[config.mk]
export PLATFORM = sky130hd
export DESIGN_NAME = cmd_queue
export DESIGN_NICKNAME = d
export VERILOG_FILES = /design/src/rtl/cmd_queue_pkg.sv /design/src/rtl/cmd_queue_mem.sv /design/src/rtl/cmd_queue.sv
export SDC_FILE = /design/constraint.sdc
export NUM_CORES = 1
export LEC_CHECK = 0
export CAP_MARGIN = 20
export CORE_UTILIZATION = 31
export DETAILED_ROUTE_END_ITERATION = 8
export PLACE_DENSITY = 0.55
export SLEW_MARGIN = 10
export SYNTH_ARGS = -nofsm -noshare
export SYNTH_HDL_FRONTEND = slang
export SYNTH_SLANG_ARGS = --single-unit
[constraint.sdc]
create_clock -name i_clk -period 3.35 [get_ports i_clk]
set_input_delay 1.005 -clock i_clk [delete_from_list [all_inputs] [get_ports i_clk]]
set_output_delay 1.005 -clock i_clk [all_outputs]
set_load 0.02 [all_outputs]
[src/rtl/cmd_queue_pkg.sv]
// Shared command-queue types: processor count, instruction opcodes and the
// packed command word that travels from the producer to the issuer.
package cmd_queue_pkg;

  localparam int PROC_COUNT = 4;
  localparam int PROC_ID_W  = $clog2(PROC_COUNT);
  localparam int OPERAND_W  = 16;

  typedef enum logic [3:0] {
    OP_NOP   = 4'h0,
    OP_LOAD  = 4'h1,
    OP_STORE = 4'h2,
    OP_ADD   = 4'h3,
    OP_MUL   = 4'h4,
    OP_JUMP  = 4'h5,
    OP_SYNC  = 4'h6,
    OP_HALT  = 4'hF
  } opcode_e;

  typedef struct packed {
    opcode_e                opcode;
    logic [PROC_ID_W-1:0]   proc_id;
    logic [OPERAND_W-1:0]   operand;
  } cmd_t;

  localparam int CMD_W = $bits(cmd_t);

endpackage

[src/rtl/cmd_queue_mem.sv]
// Command storage: DEPTH x W register array, synchronous write and
// asynchronous (fall-through) read. Contents are not reset.
module cmd_queue_mem #(
  parameter int DEPTH = 8,
  parameter int W     = 8,
  parameter int PTR_W = $clog2(DEPTH)
) (
  input  logic             i_clk,
  input  logic             i_we,
  input  logic [PTR_W-1:0] i_waddr,
  input  logic [W-1:0]     i_wdata,
  input  logic [PTR_W-1:0] i_raddr,
  output logic [W-1:0]     o_rdata
);

  logic [W-1:0] r_mem [DEPTH];

  always_ff @(posedge i_clk) begin
    if (i_we) begin
      r_mem[i_waddr] <= i_wdata;
    end
  end

  assign o_rdata = r_mem[i_raddr];

endmodule

[src/rtl/cmd_queue.sv]
// Command queue between a producer and an issuer, with a counter of issued
// tasks that have not yet reported completion and sticky error flags.
module cmd_queue
  import cmd_queue_pkg::*;
#(
  parameter int DEPTH = 8,
  parameter int OUT_W = 8
) (
  input  logic                      i_clk,
  input  logic                      i_rstn,
  input  logic                      i_wr,
  input  logic [CMD_W-1:0]          i_wr_cmd,
  output logic                      o_full,
  input  logic                      i_rd,
  output logic [CMD_W-1:0]          o_cmd,
  output logic                      o_empty,
  output logic [$clog2(DEPTH):0]    o_count,
  input  logic                      i_finished_task,
  output logic [OUT_W-1:0]          o_outstanding,
  output logic                      o_idle,
  output logic                      o_overflow,
  output logic                      o_underflow
);

  localparam int PTR_W = $clog2(DEPTH);
  localparam int CNT_W = PTR_W + 1;

  logic [PTR_W-1:0] r_wr_ptr;
  logic [PTR_W-1:0] r_rd_ptr;
  logic [CNT_W-1:0] r_count;
  logic [OUT_W-1:0] r_outstanding;
  logic             r_overflow;
  logic             r_underflow;

  logic w_full;
  logic w_empty;
  logic w_wr_acc;
  logic w_rd_acc;
  logic w_out_max;
  logic w_out_zero;

  // Handshake: a push is accepted when i_wr is high and the queue is not
  // full; a pop is accepted when i_rd is high and the queue is not empty.
  // Both decisions use only registered occupancy, so full/empty never
  // depend combinationally on the requests in the same cycle.
  assign w_full     = (r_count == CNT_W'(DEPTH));
  assign w_empty    = (r_count == '0);
  assign w_wr_acc   = i_wr & ~w_full;
  assign w_rd_acc   = i_rd & ~w_empty;
  assign w_out_max  = (r_outstanding == {OUT_W{1'b1}});
  assign w_out_zero = (r_outstanding == '0);

  always_ff @(posedge i_clk or negedge i_rstn) begin
    if (!i_rstn) begin
      r_wr_ptr <= '0;
      r_rd_ptr <= '0;
      r_count  <= '0;
    end else begin
      if (w_wr_acc) begin
        r_wr_ptr <= r_wr_ptr + PTR_W'(1);
      end
      if (w_rd_acc) begin
        r_rd_ptr <= r_rd_ptr + PTR_W'(1);
      end
      case ({w_wr_acc, w_rd_acc})
        2'b10:   r_count <= r_count + CNT_W'(1);
        2'b01:   r_count <= r_count - CNT_W'(1);
        default: r_count <= r_count;
      endcase
    end
  end

  // A pop and a finish in the same cycle cancel out, even at a saturation limit.
  always_ff @(posedge i_clk or negedge i_rstn) begin
    if (!i_rstn) begin
      r_outstanding <= '0;
    end else if (w_rd_acc && !i_finished_task) begin
      if (!w_out_max) begin
        r_outstanding <= r_outstanding + OUT_W'(1);
      end
    end else if (i_finished_task && !w_rd_acc) begin
      if (!w_out_zero) begin
        r_outstanding <= r_outstanding - OUT_W'(1);
      end
    end
  end

  always_ff @(posedge i_clk or negedge i_rstn) begin
    if (!i_rstn) begin
      r_overflow  <= 1'b0;
      r_underflow <= 1'b0;
    end else begin
      if (i_wr && w_full) begin
        r_overflow <= 1'b1;
      end
      if (i_rd && w_empty) begin
        r_underflow <= 1'b1;
      end
    end
  end

  cmd_queue_mem #(
    .DEPTH (DEPTH),
    .W     (CMD_W),
    .PTR_W (PTR_W)
  ) u_mem (
    .i_clk   (i_clk),
    .i_we    (w_wr_acc),
    .i_waddr (r_wr_ptr),
    .i_wdata (i_wr_cmd),
    .i_raddr (r_rd_ptr),
    .o_rdata (o_cmd)
  );

  assign o_full        = w_full;
  assign o_empty       = w_empty;
  assign o_count       = r_count;
  assign o_outstanding = r_outstanding;
  assign o_idle        = w_empty & w_out_zero;
  assign o_overflow    = r_overflow;
  assign o_underflow   = r_underflow;

endmodule

==> impl_metrics.env <==
export IMPL_core_area_um2=25100
export IMPL_drc=0
export IMPL_final_cell_mix="176 x edfxtp_1, 44 x mux4_2, 43 x clkdlybuf4s50_1"
export IMPL_synth_seq_cells=196
export IMPL_wl_met2_um=7830
export IMPL_cts_hold_buf=0
export IMPL_ys_top_cells_by_area="edfxtp_1 67%, mux4_2 12%, dfrtp_1 6.3%"
export IMPL_synth_top_area_frac=0.666
export IMPL_yosysTopAreaCell="edfxtp_1"
export IMPL_arrival_ns=2.21
export IMPL_grt_max_degree=27
export IMPL_crit_path_max_fanout=7
export IMPL_globalplace_congestion=0.755
export IMPL_cts_buffers=17
export IMPL_worst_clock_skew_ns=0.0123
export IMPL_finalSetupTns_ns=0
export IMPL_syn_to_final_growth_pct=23.1
export IMPL_start_util=0.316
export IMPL_io_buffers=65
export IMPL_met1_length_um=7050
export IMPL_highest_layer="met4"
export IMPL_vias=3926
export IMPL_syn_nets=434
export IMPL_fillers=2320
export IMPL_ant_nets=0
export IMPL_cts_tree="built"
export IMPL_nNetsFinal=530
export IMPL_grt_setup_unrepaired="no"
export IMPL_detail_route_wl_per_cell_um=18.8
export IMPL_final_common_cell="edfxtp_1"
export IMPL_status="completed"
export IMPL_powerDensity_nw_per_um2=909
export IMPL_critPathLaunchType="flip-flop"
export IMPL_worstSetupPathType="flip-flop to primary output"
export IMPL_layout_drive_gt1_share=0.280
export IMPL_required_ns=2.34
export IMPL_grt_first_pass_wirelength_um=23700
export IMPL_hold_path_class="flip-flop to flip-flop"
export IMPL_worst_pin_slew_ns=0.461
export IMPL_end_kind="primary output"
export IMPL_post_route_period_util=0.960
export IMPL_synth_area_um2=7930
export IMPL_setup_viol=0
export IMPL_max_freq_mhz=311
export IMPL_slew_viol_final=0
export IMPL_avgSynthCellArea_um2=20.1
export IMPL_wl_um=15600
export IMPL_max_vdd_ir_drop_v=0.000367
export IMPL_maxSlewHeadroom=0.688
export IMPL_maxCapViolations=0
export IMPL_fin_cells=833
export IMPL_synth_cell_types=40
export IMPL_dp_cells=800
export IMPL_dr_pass1_iters=4
export IMPL_multi_input_area_um2=2020
export IMPL_clock_path_buffers=2
export IMPL_seq_area_um2=5790
export IMPL_ys_seq_area_frac=0.729
export IMPL_p_total_uw=8880
export IMPL_gr_total_overflow=0
export IMPL_syn_inst=394
export IMPL_clk_latency_ns=0.43
export IMPL_fp_dieH_um=162
export IMPL_final_hold_viol_count=0
export IMPL_route_met3_wl_um=606
export IMPL_leakage_uw=0.00331
export IMPL_viasPerCell=4.71
export IMPL_antenna_found_initial=0
export IMPL_grt_pass1_vias=4066
export IMPL_period_needed_ns=3.22
export IMPL_num_rows=58
export IMPL_dieArea_um2=26200
export IMPL_cts_sinks=196
export IMPL_cts_max_level=4
export IMPL_n_antenna_cell=0
export IMPL_io_pins=66
export IMPL_path_clk_slew_ns=0.07
export IMPL_dpl_hpwl_um=9590
export IMPL_drtIter0Drc=243
export IMPL_gr_usage_all_layers=0.124
export IMPL_die_w_um=162
export IMPL_yosys_warnings=0
export IMPL_root_buffer="clkbuf_16"
==> area by class of cell <==
type | instances | area share
clock inverters | 14 | 0.0205
clock buffers | 18 | 0.0439
repair buffers | 93 | 0.0898
flip-flops and latches | 196 | 0.593
multi-input cells | 172 | 0.207
well taps | 330 | 0.0423
inverters | 10 | 0.00384
==> registers in the layout, summed over array words and instances, names as in the netlist <==
register       count
o_count            4
o_outstanding      8
r_rd_ptr           3
o_underflow        1
u_mem.r_mem      176
o_overflow         1
r_wr_ptr           3
==> worst max-delay path, cell delays in order (launching register included) <==
cell and delay, ns:
dfrtp_2 0.44, buf_4 0.22, mux4_2 0.52, mux2_2 0.29, dlygate4sd2_1 0.32
==> logic make-up (layout without fill, tap and decap cells) <==
| family | Yosys count | count (layout) | share of synthesized area |
|---|---|---|---|
| mux | 71 | 71 | 0.164 |
| simple gates | 51 | 51 | 0.0322 |
| fa+ha+maj | 13 | 13 | 0.0214 |
| compound gates | 23 | 23 | 0.0177 |
| xor+xnor | 14 | 14 | 0.0155 |
| flops | 196 | 196 | 0.729 |
| buf+inv | 26 | 135 | 0.0205 |
==> final timing paths <==
| kind | start | to | slack (ns) | cells past startpoint |
|---|---|---|---|---|
| max | r_rd_ptr[0] | o_cmd[21] | 0.13 | 4 |
| min | o_overflow | o_overflow | 0.47 | 1 |
| max reg2reg | o_count[2] | o_outstanding[7] | 0.50 | 11 |
| min reg2reg | o_overflow | o_overflow | 0.47 | 1 |
| max in group asynchronous | i_rstn | r_rd_ptr[1] | 2.17 | 2 |
| min in group asynchronous | i_rstn | o_underflow | 0.93 | 2 |
==> report_power, final <==
part | internal (uW) | switching, uW
clock network | 1260 | 895
logic | 1640 | 1690
registers | 3120 | 270
total | 6020 | 2860
==> synth_stat cells (all sizes together) <==
cell type	number
dfrtp	20
mux4	44
fa	1
xor2	3
a21oi	6
nor3b	1
a21boi	2
nand2	18
nor4b	1
ha	12
nand2b	3
o31ai	2
and3	2
clkbuf	7
mux2	26
nand4	1
nor3	6
o21ai	7
or3	1
and2	1
or4	1
a22oi	1
edfxtp	176
nand3	2
a21o	4
inv	10
nor4	2
nor2b	2
mux2i	1
buf	9
o21a	1
nor2	10
xnor2	11
==> what timing repair did <==
action	in CTS	in global routing
gates resized for setup	26	0
pin swaps	0	0
endpoints found under the hold margin	0	0
gates cloned	1	0
buffers inserted	1	0
endpoints found under the setup margin	22	7
==> metrics by stage <==
step	hold slack, ns	worst slack, ns	area (um^2)	utilization
6_report	0.468	0.135	9770	0.389
4_1_cts	0.473	0.0288	9800	0.390
3_5_place_dp	0.453	0.0528	9140	0.364
2_1_floorplan	0.485	0.365	7940	-
3_3_place_gp	0.444	0.122	9140	0.364
5_1_grt	0.486	0.0252	9770	0.389
==> layer usage <==
metal / global-route usage / up-vias
met4: 0.0360 / 0
met5: 0 / -
li1: - / 1765
met3: 0.0306 / 10
met1: 0.161 / 2059
met2: 0.206 / 92
No activity file was read; power rests on OpenSTA's default activity.
